<file path="src/rtl/branch_resolve_unit.sv">
// Branch resolution stage: compares operands, picks the next PC,
// flags mispredictions and trains a 2-bit saturating BHT.
module branch_resolve_unit #(
    parameter int XLEN        = 32,
    parameter int BHT_ENTRIES = 64,
    parameter int PC_LSB      = 2,
    parameter int CNT_W       = 32
) (
    input  logic            clk,
    input  logic            rst,
    input  logic [XLEN-1:0] pred_pc,
    output logic            pred_taken,
    input  logic            res_valid,
    input  logic [XLEN-1:0] res_pc,
    input  logic [XLEN-1:0] res_imm,
    input  logic [XLEN-1:0] rs1,
    input  logic [XLEN-1:0] rs2,
    input  logic [2:0]      funct3,
    input  logic            res_pred_taken,
    output logic            out_valid,
    output logic            br_taken,
    output logic            mispredict,
    output logic            illegal,
    output logic [XLEN-1:0] redirect_pc,
    output logic [CNT_W-1:0] branch_cnt,
    output logic [CNT_W-1:0] mispredict_cnt
);

    localparam int IDX_W = $clog2(BHT_ENTRIES);

    logic [1:0]       r_bht [BHT_ENTRIES];
    logic [IDX_W-1:0] w_pidx;
    logic [IDX_W-1:0] w_ridx;
    logic             w_eq;
    logic             w_lt;
    logic             w_ltu;
    logic             w_taken;
    logic             w_illegal;
    logic             w_mis;
    logic             w_upd;
    logic [XLEN-1:0]  w_seq_pc;
    logic [XLEN-1:0]  w_tgt_pc;
    logic [1:0]       w_cur;
    logic [1:0]       w_nxt;

    logic             r_out_valid;
    logic             r_br_taken;
    logic             r_mispredict;
    logic             r_illegal;
    logic [XLEN-1:0]  r_redirect_pc;
    logic [CNT_W-1:0] r_branch_cnt;
    logic [CNT_W-1:0] r_mispredict_cnt;

    assign w_pidx     = pred_pc[PC_LSB +: IDX_W];
    assign w_ridx     = res_pc[PC_LSB +: IDX_W];
    assign pred_taken = r_bht[w_pidx][1];

    assign w_eq     = (rs1 == rs2);
    assign w_lt     = ($signed(rs1) < $signed(rs2));
    assign w_ltu    = (rs1 < rs2);
    assign w_seq_pc = res_pc + XLEN'(4);
    assign w_tgt_pc = res_pc + res_imm;

    always_comb begin
        w_taken   = 1'b0;
        w_illegal = 1'b0;
        unique case (1'b1)
            (funct3 == 3'b000): w_taken = w_eq;
            (funct3 == 3'b001): w_taken = !w_eq;
            (funct3 == 3'b100): w_taken = w_lt;
            (funct3 == 3'b101): w_taken = !w_lt;
            (funct3 == 3'b110): w_taken = w_ltu;
            (funct3 == 3'b111): w_taken = !w_ltu;
            default:            w_illegal = 1'b1;
        endcase
    end

    assign w_mis = (w_taken != res_pred_taken);
    assign w_upd = res_valid && !w_illegal;
    assign w_cur = r_bht[w_ridx];

    // Saturating 2-bit counter step
    always_comb begin
        w_nxt = w_cur;
        if (w_taken && (w_cur != 2'b11)) begin
            w_nxt = w_cur + 2'b01;
        end else if (!w_taken && (w_cur != 2'b00)) begin
            w_nxt = w_cur - 2'b01;
        end
    end

    always_ff @(posedge clk or posedge rst) begin
        if (rst) begin
            for (int i = 0; i < BHT_ENTRIES; i++) begin
                r_bht[i] <= 2'b01;
            end
        end else if (w_upd) begin
            r_bht[w_ridx] <= w_nxt;
        end
    end

    always_ff @(posedge clk or posedge rst) begin
        if (rst) begin
            r_out_valid      <= 1'b0;
            r_br_taken       <= 1'b0;
            r_mispredict     <= 1'b0;
            r_illegal        <= 1'b0;
            r_redirect_pc    <= '0;
            r_branch_cnt     <= '0;
            r_mispredict_cnt <= '0;
        end else begin
            r_out_valid <= res_valid;
            if (res_valid) begin
                r_illegal     <= w_illegal;
                r_br_taken    <= w_upd && w_taken;
                r_mispredict  <= w_upd && w_mis;
                r_redirect_pc <= (w_upd && w_taken) ? w_tgt_pc : w_seq_pc;
            end
            if (w_upd) begin
                if (r_branch_cnt != '1) begin
                    r_branch_cnt <= r_branch_cnt + CNT_W'(1);
                end
                if (w_mis && (r_mispredict_cnt != '1)) begin
                    r_mispredict_cnt <= r_mispredict_cnt + CNT_W'(1);
                end
            end
        end
    end

    assign out_valid      = r_out_valid;
    assign br_taken       = r_br_taken;
    assign mispredict     = r_mispredict;
    assign illegal        = r_illegal;
    assign redirect_pc    = r_redirect_pc;
    assign branch_cnt     = r_branch_cnt;
    assign mispredict_cnt = r_mispredict_cnt;

endmodule

</file>
<file path="config.mk">
export PLATFORM = sky130hd
export DESIGN_NAME = branch_resolve_unit
export DESIGN_NICKNAME = d
export VERILOG_FILES = /design/src/rtl/branch_resolve_unit.sv
export SDC_FILE = /design/constraint.sdc
export NUM_CORES = 1
export LEC_CHECK = 0
export CORE_UTILIZATION = 58
export CTS_CLUSTER_SIZE = 30
export DETAILED_ROUTE_END_ITERATION = 6
export DONT_BUFFER_PORTS = 1
export PLACE_DENSITY = 0.78
export SLEW_MARGIN = 10
export SYNTH_ARGS = -nofsm -noshare
export SYNTH_HDL_FRONTEND = slang
export SYNTH_SLANG_ARGS = --single-unit
</file>
<file path="constraint.sdc">
create_clock -name clk -period 9.3 [get_ports clk]
set_clock_uncertainty 0.15 [all_clocks]
set_input_delay 0.93 -clock clk [delete_from_list [all_inputs] [get_ports clk]]
set_output_delay 0.93 -clock clk [all_outputs]
set_load 0.01 [all_outputs]
</file>
==> impl_metrics.tcl <==
set metrics [dict create \
    critPathArrivalTime_ps 4680 \
    grt_pass1_wl_um 60440 \
    hp-class "in -> async" \
    die_y_um 155.9 \
    insertion_delay_ps 530 \
    vias 11630 \
    start_util 0.5998 \
    gp_congestion 0.9112 \
    gr-usage-met3 0.08556 \
    rrSetupSlack_ps 5410 \
    syn2layout_area_growth_pct 7.793 \
    status "complete, no violations" \
    cp-startpoint "res_pc[2]" \
    synth-edff-count 0 \
    grt_use_met1 0.3918 \
    grt_max_degree 106 \
    ir_worst_vdd_uv 151.8 \
    ant_nets 0 \
    wire_per_inst_um 21.60 \
    clock.fmax_mhz 226.8 \
    async_reset_ff_frac 1.000 \
    yosysUniqueCellTypes 75 \
    grt-ovfl-total 0 \
    rsz0062_at_grt "no" \
    drv_slew 0 \
    die_x_um 155.9 \
    cts_buffers 26 \
    timing.slew.headroom 0.2715 \
    syn_avg_cell_area_um2 9.224 \
    n_antenna_cell 0 \
    drt-total-wl_um 38730 \
    finish.instance_area_mm2 0.01482 \
    synth_nets 1726 \
    via_per_inst 6.485 \
    maxCapViolCount 0 \
    tightest_slew_ps 1089 \
    ctsResizeCount 0 \
    io_pins 268 \
    grt_use_met2 0.5304 \
    fin_crit_sh 0.4741 \
    setup_viol 0 \
    place_area_mm2 0.01400 \
    drive_gt1_frac 0.1108 \
    synth.most_common_cell "nand2_1" \
    rows 55 \
    syn-cell-area_mm2 0.01374 \
    coreArea_mm2 0.02292 \
    ys_seq_elements 228 \
    hold_viol_final 0 \
    grt_use_total 0.3169 \
    crit_type "in -> reg" \
    dp_hpwl_um 26640 \
    tns_ps 0 \
    yosysSeqAreaShare 0.4209 \
    power.leakage_nw 6.230 \
    clockBufferDepth 3 \
    synth_top_area_frac 0.2986 \
    timing.rr.start "r_bht[61]" \
    cts_hold_buf 0 \
    drcViolationCount 0 \
    grt_busiest_layer "met2" \
    powerDensity_mw_per_mm2 185.1 \
    post_cts_buffers 0 \
    worstPathRequired_ps 9570 \
    clockRootBuffer "clkbuf_16" \
    crit_path_end_kind "flop" \
    cts_tree "built" \
    synth_top_area_cell "dfrtp_1" \
    cp_max_fo 64 \
    drtIter0Drc 974 \
    dieArea_mm2 0.02432 \
    yosys-top-cells-area "dfrtp_1, dfstp_2, nand2_1" \
    synthTopCellsByCount "nand2_1, dfrtp_1, o21ai_0, o21ai_1, ha_1" \
    grt_pass1_vias 11130 \
    numClockSinks 228 \
    period_minus_slack_ps 4409 \
    clk_pin_slew_worst_paths_ps 60 \
    final_nets 1698 \
    start_kind "input port" \
    synth_ff_type "dfrtp_1" \
    dr.pass1.iters 5 \
    antenna_found_initial 0 \
    htreeDepth 1 \
    power.total_w 0.002743 \
    syn_inst 1490 \
    port_buffers 0 \
    yosys_warnings 0 \
]
-- per-stage QoR --
step / utilization / setup WS, ps / std cells / hold slack (ps)
2_1_floorplan: - / 2078 / 1490 / 294.2
3_3_place_gp: 0.6109 / 4532 / 1747 / 300.1
3_5_place_dp: 0.6109 / 4420 / 1747 / 304.9
4_1_cts: 0.6465 / 4979 / 1793 / 225.3
5_1_grt: 0.6465 / 4718 / 1793 / 260.2
6_report: 0.6465 / 4891 / 1793 / 165.6
-- critical path: stages --
cell and delay [ps]:
and3_1 350, buf_4 280, a2111o_1 410, o31ai_1 390, o2111ai_1 210, or4_4 510, ha_1 240, mux2i_1 380
xnor2_4 160, buf_4 570, o21ai_0 230
-- cell usage in the layout, fill, tap and decap left out, types with 7 or more instances in the layout --
cell	n
a221oi_1	7
nor2b_1	7
nand4_1	35
nor4_1	22
nor3_1	24
o221ai_1	8
nand2b_1	9
a31oi_1	17
mux4_2	21
o21ai_1	71
dfstp_2	64
nand2_1	272
clkbuf_1	8
and4_1	8
a22o_1	18
dfrtp_1	164
a21oi_1	43
nand3_1	52
o21ai_0	95
a22oi_1	42
a211oi_1	7
xor2_1	55
a21o_1	15
xnor2_1	63
ha_1	68
buf_4	17
and3_1	20
and2_1	8
inv_1	56
nor2_1	45
clkbuf_16	27
o21a_1	8
-- state kept, by name (all words and copies together) (netlist names) --
signal,flops
r_bht,128
branch_cnt,32
mispredict_cnt,32
redirect_pc,32
br_taken,1
illegal,1
mispredict,1
out_valid,1
-- final cells by class --
cell class                 instances  area [um^2]
fill                            1892         8100
multi-input combinational       1131         7468
sequential                       228         5786
clock buffer                      41        788.3
tap                              313        391.6
inverter                          58        225.2
timing repair buffer              17        127.6
clock inverter                     5        28.78
-- layer usage --
metal  vias to the layer above  routed length [um]  part of all wire
met2                       533               18530              0.48
met1                      5682               14930              0.39
met5                         -                   0                 0
li1                       5316                   -                 -
met4                         0                1286             0.033
met3                        97                3983              0.10
-- logic make-up (layout without fill, tap and decap cells) --
logic type	count (synthesis)	in the layout	synth area share
adders and majority gates	69	69	0.06336
buffers and inverters	131	121	0.03878
muxes	29	29	0.04078
AOI/OAI and AO/OA	368	368	0.1678
and+or+nand+nor	545	545	0.1914
xor gates and xnor gates	120	120	0.07701
DFF	228	228	0.4209
-- power breakdown --
group	switching [W]	internal (W)
sequential	0.000134	0.00113
combinational	0.000314	0.000181
clock	0.000405	0.000577
-- final timing paths --
kind | cells past startpoint | to
setup / recovery | 11 | r_bht[78]
hold / removal | 1 | branch_cnt[5]
setup reg to reg | 10 | r_bht[78]
hold reg to reg | 2 | r_bht[122]
max in group asynchronous | 3 | r_bht[47]
min in group clk | 0 | out_valid
(Power assumes the default switching activity.)
